**config.mk**
```make
export PLATFORM = sky130hd
export DESIGN_NAME = parking_gate_decoder
export DESIGN_NICKNAME = d
export VERILOG_FILES = /design/src/rtl/parking_gate_decoder.sv
export SDC_FILE = /design/constraint.sdc
export NUM_CORES = 1
export LEC_CHECK = 0
export ABC_AREA = 0
export CORE_AREA = 5 5 55 57
export DETAILED_ROUTE_END_ITERATION = 7
export DIE_AREA = 0 0 60 62
export GPL_ROUTABILITY_DRIVEN = 0
export MAX_ROUTING_LAYER = met4
export PLACE_DENSITY = 0.78
export SLEW_MARGIN = 10
export SYNTH_ARGS = -nofsm -noshare
export SYNTH_HDL_FRONTEND = slang
export SYNTH_SLANG_ARGS = --single-unit
```
**constraint.sdc**
```tcl
create_clock -name clock -period 2.9 [get_ports clock]
set_clock_uncertainty 0.15 [all_clocks]
set_input_delay 0.435 -clock clock [delete_from_list [all_inputs] [get_ports clock]]
set_output_delay 0.435 -clock clock [all_outputs]
set_load 0.01 [all_outputs]
```
**src/rtl/parking_gate_decoder.sv**
```systemverilog
// Gate sensor front end: synchronises and debounces the two beam sensors, then decodes
// complete vehicle passages into single-cycle enter/exit pulses for the occupancy counter.
module parking_gate_decoder #(
  parameter int DEBOUNCE_CYCLES = 4,
  parameter int DB_W            = 8
) (
  input  logic clock,
  input  logic reset,
  input  logic sensor_a,
  input  logic sensor_b,
  output logic car_enter,
  output logic car_exit,
  output logic count_e,
  output logic seq_error,
  output logic lane_busy
);

  localparam logic [DB_W-1:0] DB_LAST = DB_W'(DEBOUNCE_CYCLES - 1);
  localparam logic [DB_W-1:0] DB_ONE  = DB_W'(1);

  typedef enum logic [2:0] {
    IDLE,
    IN1,
    IN2,
    IN3,
    OUT1,
    OUT2,
    OUT3,
    ERROR
  } state_t;

  logic            a_s1_q, a_s1_d, a_s2_q, a_s2_d;
  logic            b_s1_q, b_s1_d, b_s2_q, b_s2_d;
  logic            a_filt_q, a_filt_d, b_filt_q, b_filt_d;
  logic [DB_W-1:0] a_cnt_q, a_cnt_d, b_cnt_q, b_cnt_d;

  state_t          state_q, state_d;
  logic            car_enter_q, car_enter_d;
  logic            car_exit_q, car_exit_d;
  logic            seq_error_q, seq_error_d;
  logic            lane_busy_q, lane_busy_d;
  logic [1:0]      ab;

  always_comb begin
    a_s1_d = sensor_a;
    a_s2_d = a_s1_q;
    b_s1_d = sensor_b;
    b_s2_d = b_s1_q;
  end

  // A sensor only takes a new level after DEBOUNCE_CYCLES consecutive differing samples;
  // any sample equal to the current filtered level restarts the count.
  always_comb begin
    a_cnt_d  = a_cnt_q;
    a_filt_d = a_filt_q;
    if (a_s2_q == a_filt_q) begin
      a_cnt_d = '0;
    end else if (a_cnt_q == DB_LAST) begin
      a_filt_d = a_s2_q;
      a_cnt_d  = '0;
    end else begin
      a_cnt_d = a_cnt_q + DB_ONE;
    end
  end

  always_comb begin
    b_cnt_d  = b_cnt_q;
    b_filt_d = b_filt_q;
    if (b_s2_q == b_filt_q) begin
      b_cnt_d = '0;
    end else if (b_cnt_q == DB_LAST) begin
      b_filt_d = b_s2_q;
      b_cnt_d  = '0;
    end else begin
      b_cnt_d = b_cnt_q + DB_ONE;
    end
  end

  // Direction decode on the filtered pair; pairs not listed for a state hold it.
  always_comb begin
    ab          = {a_filt_q, b_filt_q};
    state_d     = state_q;
    car_enter_d = 1'b0;
    car_exit_d  = 1'b0;
    case (state_q)
      IDLE: begin
        case (ab)
          2'b10:   state_d = IN1;
          2'b01:   state_d = OUT1;
          2'b11:   state_d = ERROR;
          default: state_d = IDLE;
        endcase
      end
      IN1: begin
        case (ab)
          2'b11:   state_d = IN2;
          2'b00:   state_d = IDLE;
          2'b01:   state_d = ERROR;
          default: state_d = IN1;
        endcase
      end
      IN2: begin
        case (ab)
          2'b01:   state_d = IN3;
          2'b10:   state_d = IN1;
          2'b00:   state_d = ERROR;
          default: state_d = IN2;
        endcase
      end
      IN3: begin
        case (ab)
          2'b00: begin
            state_d     = IDLE;
            car_enter_d = 1'b1;
          end
          2'b11:   state_d = IN2;
          2'b10:   state_d = ERROR;
          default: state_d = IN3;
        endcase
      end
      OUT1: begin
        case (ab)
          2'b11:   state_d = OUT2;
          2'b00:   state_d = IDLE;
          2'b10:   state_d = ERROR;
          default: state_d = OUT1;
        endcase
      end
      OUT2: begin
        case (ab)
          2'b10:   state_d = OUT3;
          2'b01:   state_d = OUT1;
          2'b00:   state_d = ERROR;
          default: state_d = OUT2;
        endcase
      end
      OUT3: begin
        case (ab)
          2'b00: begin
            state_d    = IDLE;
            car_exit_d = 1'b1;
          end
          2'b11:   state_d = OUT2;
          2'b01:   state_d = ERROR;
          default: state_d = OUT3;
        endcase
      end
      ERROR: begin
        if (ab == 2'b00) begin
          state_d = IDLE;
        end
      end
      default: state_d = IDLE;
    endcase
    seq_error_d = (state_d == ERROR) && (state_q != ERROR);
    lane_busy_d = (state_d != IDLE);
  end

  always_ff @(posedge clock) begin
    if (reset) begin
      a_s1_q      <= 1'b0;
      a_s2_q      <= 1'b0;
      b_s1_q      <= 1'b0;
      b_s2_q      <= 1'b0;
      a_filt_q    <= 1'b0;
      b_filt_q    <= 1'b0;
      a_cnt_q     <= '0;
      b_cnt_q     <= '0;
      state_q     <= IDLE;
      car_enter_q <= 1'b0;
      car_exit_q  <= 1'b0;
      seq_error_q <= 1'b0;
      lane_busy_q <= 1'b0;
    end else begin
      a_s1_q      <= a_s1_d;
      a_s2_q      <= a_s2_d;
      b_s1_q      <= b_s1_d;
      b_s2_q      <= b_s2_d;
      a_filt_q    <= a_filt_d;
      b_filt_q    <= b_filt_d;
      a_cnt_q     <= a_cnt_d;
      b_cnt_q     <= b_cnt_d;
      state_q     <= state_d;
      car_enter_q <= car_enter_d;
      car_exit_q  <= car_exit_d;
      seq_error_q <= seq_error_d;
      lane_busy_q <= lane_busy_d;
    end
  end

  assign car_enter = car_enter_q;
  assign count_e   = car_enter_q;
  assign car_exit  = car_exit_q;
  assign seq_error = seq_error_q;
  assign lane_busy = lane_busy_q;

endmodule

```
==> impl_metrics.py <==
metrics = {
    "finish": {
        "final_util_pct": 64.5,
        "nFillCells": 220,
        "final_cell_area_mm2": 0.00157,
        "n_antenna_cell": 0,
        "multiInputGateArea_um2": 786,
        "nets": 174,
        "mostFrequentLayoutCells": "dfxtp_1, nor2_1, nand3_1",
        "drive_above_1_share_pct": 10.6,
        "area_growth_pct": 10.5,
        "mostFrequentLayoutCell": "dfxtp_1",
        "final_cells": 191,
        "regArea_um2": 581,
    },
    "synth": {
        "yosys_warnings": 0,
        "postSynthCellCount": 150,
        "synth-seq-cells": 29,
        "syn_avg_cell_area_um2": 9.47,
        "synth_area_leaders": "dfxtp_1, ha_1, nor2_1",
        "yosysSeqAreaShare_pct": 40.9,
        "synth_top_area_cell": "dfxtp_1",
        "syn_area_mm2": 0.00142,
        "synth_top_area_share_pct": 40.9,
        "ys_types": 36,
        "synth_fp_nets": 164,
    },
    "floorplanning": {
        "dieArea_mm2": 0.00372,
        "core_area_mm2": 0.00243,
        "start_util_pct": 58.4,
        "die_w_um": 60,
        "die-height_um": 62,
        "core.rowCount": 18,
        "io_pins": 9,
    },
    "setup_path": {
        "worst_setup_path_start_kind": "flip-flop",
        "crit_fanout": 7,
        "path_cells": "inv_1 -> ha_1 -> mux2i_1 -> mux2_4 -> a2111oi_4 -> a31oi_1",
        "cp.required_ns": 2.95,
        "crit_family": "compound AO/OA/AOI/OAI gates",
        "slowest_stage": "dfxtp_1",
        "critPathArrivalTime_ns": 2.20,
        "crit_type": "flip-flop to flip-flop",
        "worst_setup_path_end_kind": "flip-flop",
        "crit_buf_inv": 1,
        "slowest_delay_ns": 0.47,
    },
    "grt": {
        "grt_antenna_before_repair": 0,
        "grt_max_degree": 15,
        "grt_pass1_vias": 996,
        "gr-usage-all-layers_pct": 16.4,
        "overflow": 0,
        "grt_pass1_wl_um": 4280,
    },
    "routing": {
        "routed_via_density": 5.40,
        "postRouteAntennaNets": 0,
        "drtIter0Drc": 29,
        "drc": 0,
        "vias": 1031,
        "finalWirelength_um": 2440,
        "first_pass_iters": 4,
        "wire_per_inst_um": 12.8,
    },
    "clock_tree": {
        "ctsResizeCount": 0,
        "cts_root_buffer": "clkbuf_4",
        "cts_sinks": 29,
        "ctsHoldBuffers": 0,
        "worst_skew_pair.late_latency_ns": 0.33,
        "post_cts_buffers": 0,
        "cts_tree": "yes",
        "h-tree-depth": 2,
        "cts_buffers": 5,
        "cts.path.max_buffers": 2,
        "clkTransAtPathRegs_ns": 0.09,
    },
    "placed_design": {
        "placed_area_mm2": 0.00150,
        "hpwl_um": 1770,
        "port_buffers": 8,
        "dp_cells": 183,
    },
    "sta": {
        "relSlewSlack_pct": 65.7,
        "tns_ns": 0,
        "final_hold_viol_count": 0,
        "timing.fmax_mhz": 467,
        "rsz0062_at_grt": "no",
        "post-route-period-util_pct": 73.9,
        "drv_slew": 0,
        "period_minus_slack_ns": 2.14,
        "finalSetupViolCount": 0,
        "max_slew.worst_pin.slew_ns": 0.512,
    },
    "pwr": {
        "powerDensity_mw_per_mm2": 617,
        "leakagePower_nw": 0.586,
        "ir_worst_vdd_v": 0.000496,
    },
    "flow_run": {
        "maxCapViolCount": 0,
    },
    "outcome": {
        "status": "completed",
    },
    "hold_path": {
        "min_path_type": "flip-flop to flip-flop",
    },
}
[worst reg2reg max path: cells and delay by family, from the launching register on]
family	cells	cell delay (ns)
buffers and inverters	1	0.14
AO/OA/AOI/OAI	2	0.56
multiplexers	2	0.37
flip-flops	1	0.47
adder cells (fa/ha/maj)	1	0.34
[layout make-up]
cell class / count / area share, %
multi-input cells: 112 / 50.1
repair buffers: 8 / 5.10
clock inverters: 1 / 0.319
clock buffers: 7 / 4.15
flip-flops and latches: 29 / 37.0
inverters: 4 / 0.957
well taps: 30 / 2.39
[cells in the mapped netlist]
library cell / count
nor4b_1: 2
nor3b_1: 1
or3_1: 1
a2111oi_4: 1
a21oi_1: 1
mux2i_1: 3
o21ai_0: 3
xnor2_1: 5
nor3_1: 3
nor4_1: 3
mux2_2: 2
nor2b_1: 4
buf_6: 2
ha_1: 10
nor2b_2: 1
a211oi_1: 1
mux2_4: 1
o2111ai_1: 1
buf_2: 1
dfxtp_1: 29
nand2_1: 8
clkbuf_1: 1
or2_2: 1
nand3_1: 11
nor2_1: 25
xor2_1: 9
or2b_1: 2
o21ai_2: 1
a31oi_1: 1
nand3b_1: 2
buf_4: 1
and3_1: 5
o211ai_1: 2
o32ai_2: 1
inv_1: 4
nor4b_2: 1
[sequential cells by signal (all words and copies together), names as in the netlist]
signal / count
lane_busy: 1
b_s1_q: 1
car_exit: 1
b_cnt_q: 8
a_s2_q: 1
b_filt_q: 1
a_s1_q: 1
b_s2_q: 1
a_cnt_q: 8
seq_error: 1
state_q: 3
a_filt_q: 1
car_enter: 1
[metal layers]
| layer | track usage [%] | vias to the layer above | routed length [um] |
|---|---|---|---|
| met2 | 24.4 | 13 | 1150 |
| met3 | 6.61 | 7 | 95 |
| li1 | - | 537 | - |
| met5 | - | - | 0 |
| met4 | 9.81 | 0 | 46 |
| met1 | 18.4 | 474 | 1140 |
[power by group]
| group | switching (mW) | total [mW] | leakage (nW) | internal, mW |
|---|---|---|---|---|
| clock | 0.141 | 0.282 | 0.0413 | 0.140 |
| sequential | 0.0521 | 0.475 | 0.235 | 0.423 |
| combinational | 0.101 | 0.212 | 0.310 | 0.111 |
[worst paths after layout]
kind	startpoint	endpoint	slack, ns	depth (start not counted)
min	b_s1_q	b_s2_q	0.30	1
max	a_filt_q	lane_busy	0.76	6
max reg2reg	a_filt_q	lane_busy	0.76	6
min reg2reg	b_s1_q	b_s2_q	0.30	1
[stage by stage]
| stage | total power [mW] | hold slack, ns | setup slack (ns) |
|---|---|---|---|
| after global routing | 1.03 | 0.312 | 0.564 |
| after detailed placement | 0.695 | 0.282 | 0.750 |
| final | 0.968 | 0.301 | 0.758 |
| after global placement | 0.690 | 0.271 | 0.811 |
| after CTS | 0.978 | 0.306 | 0.750 |
| after floorplan | 0.677 | 0.264 | 0.929 |
[cell families after synthesis]
group                    count (synthesis)  synth area share (%)
adder cells (fa/ha/maj)                 10                  8.81
flip-flops                              29                  40.9
AO/OA/AOI/OAI                           12                  7.75
multiplexers                             6                  4.76
XOR/XNOR                                14                  8.63
AND/OR/NAND/NOR                         70                  25.4
buffers and inverters                    9                  3.79
Power figures use the tool's default switching activity.
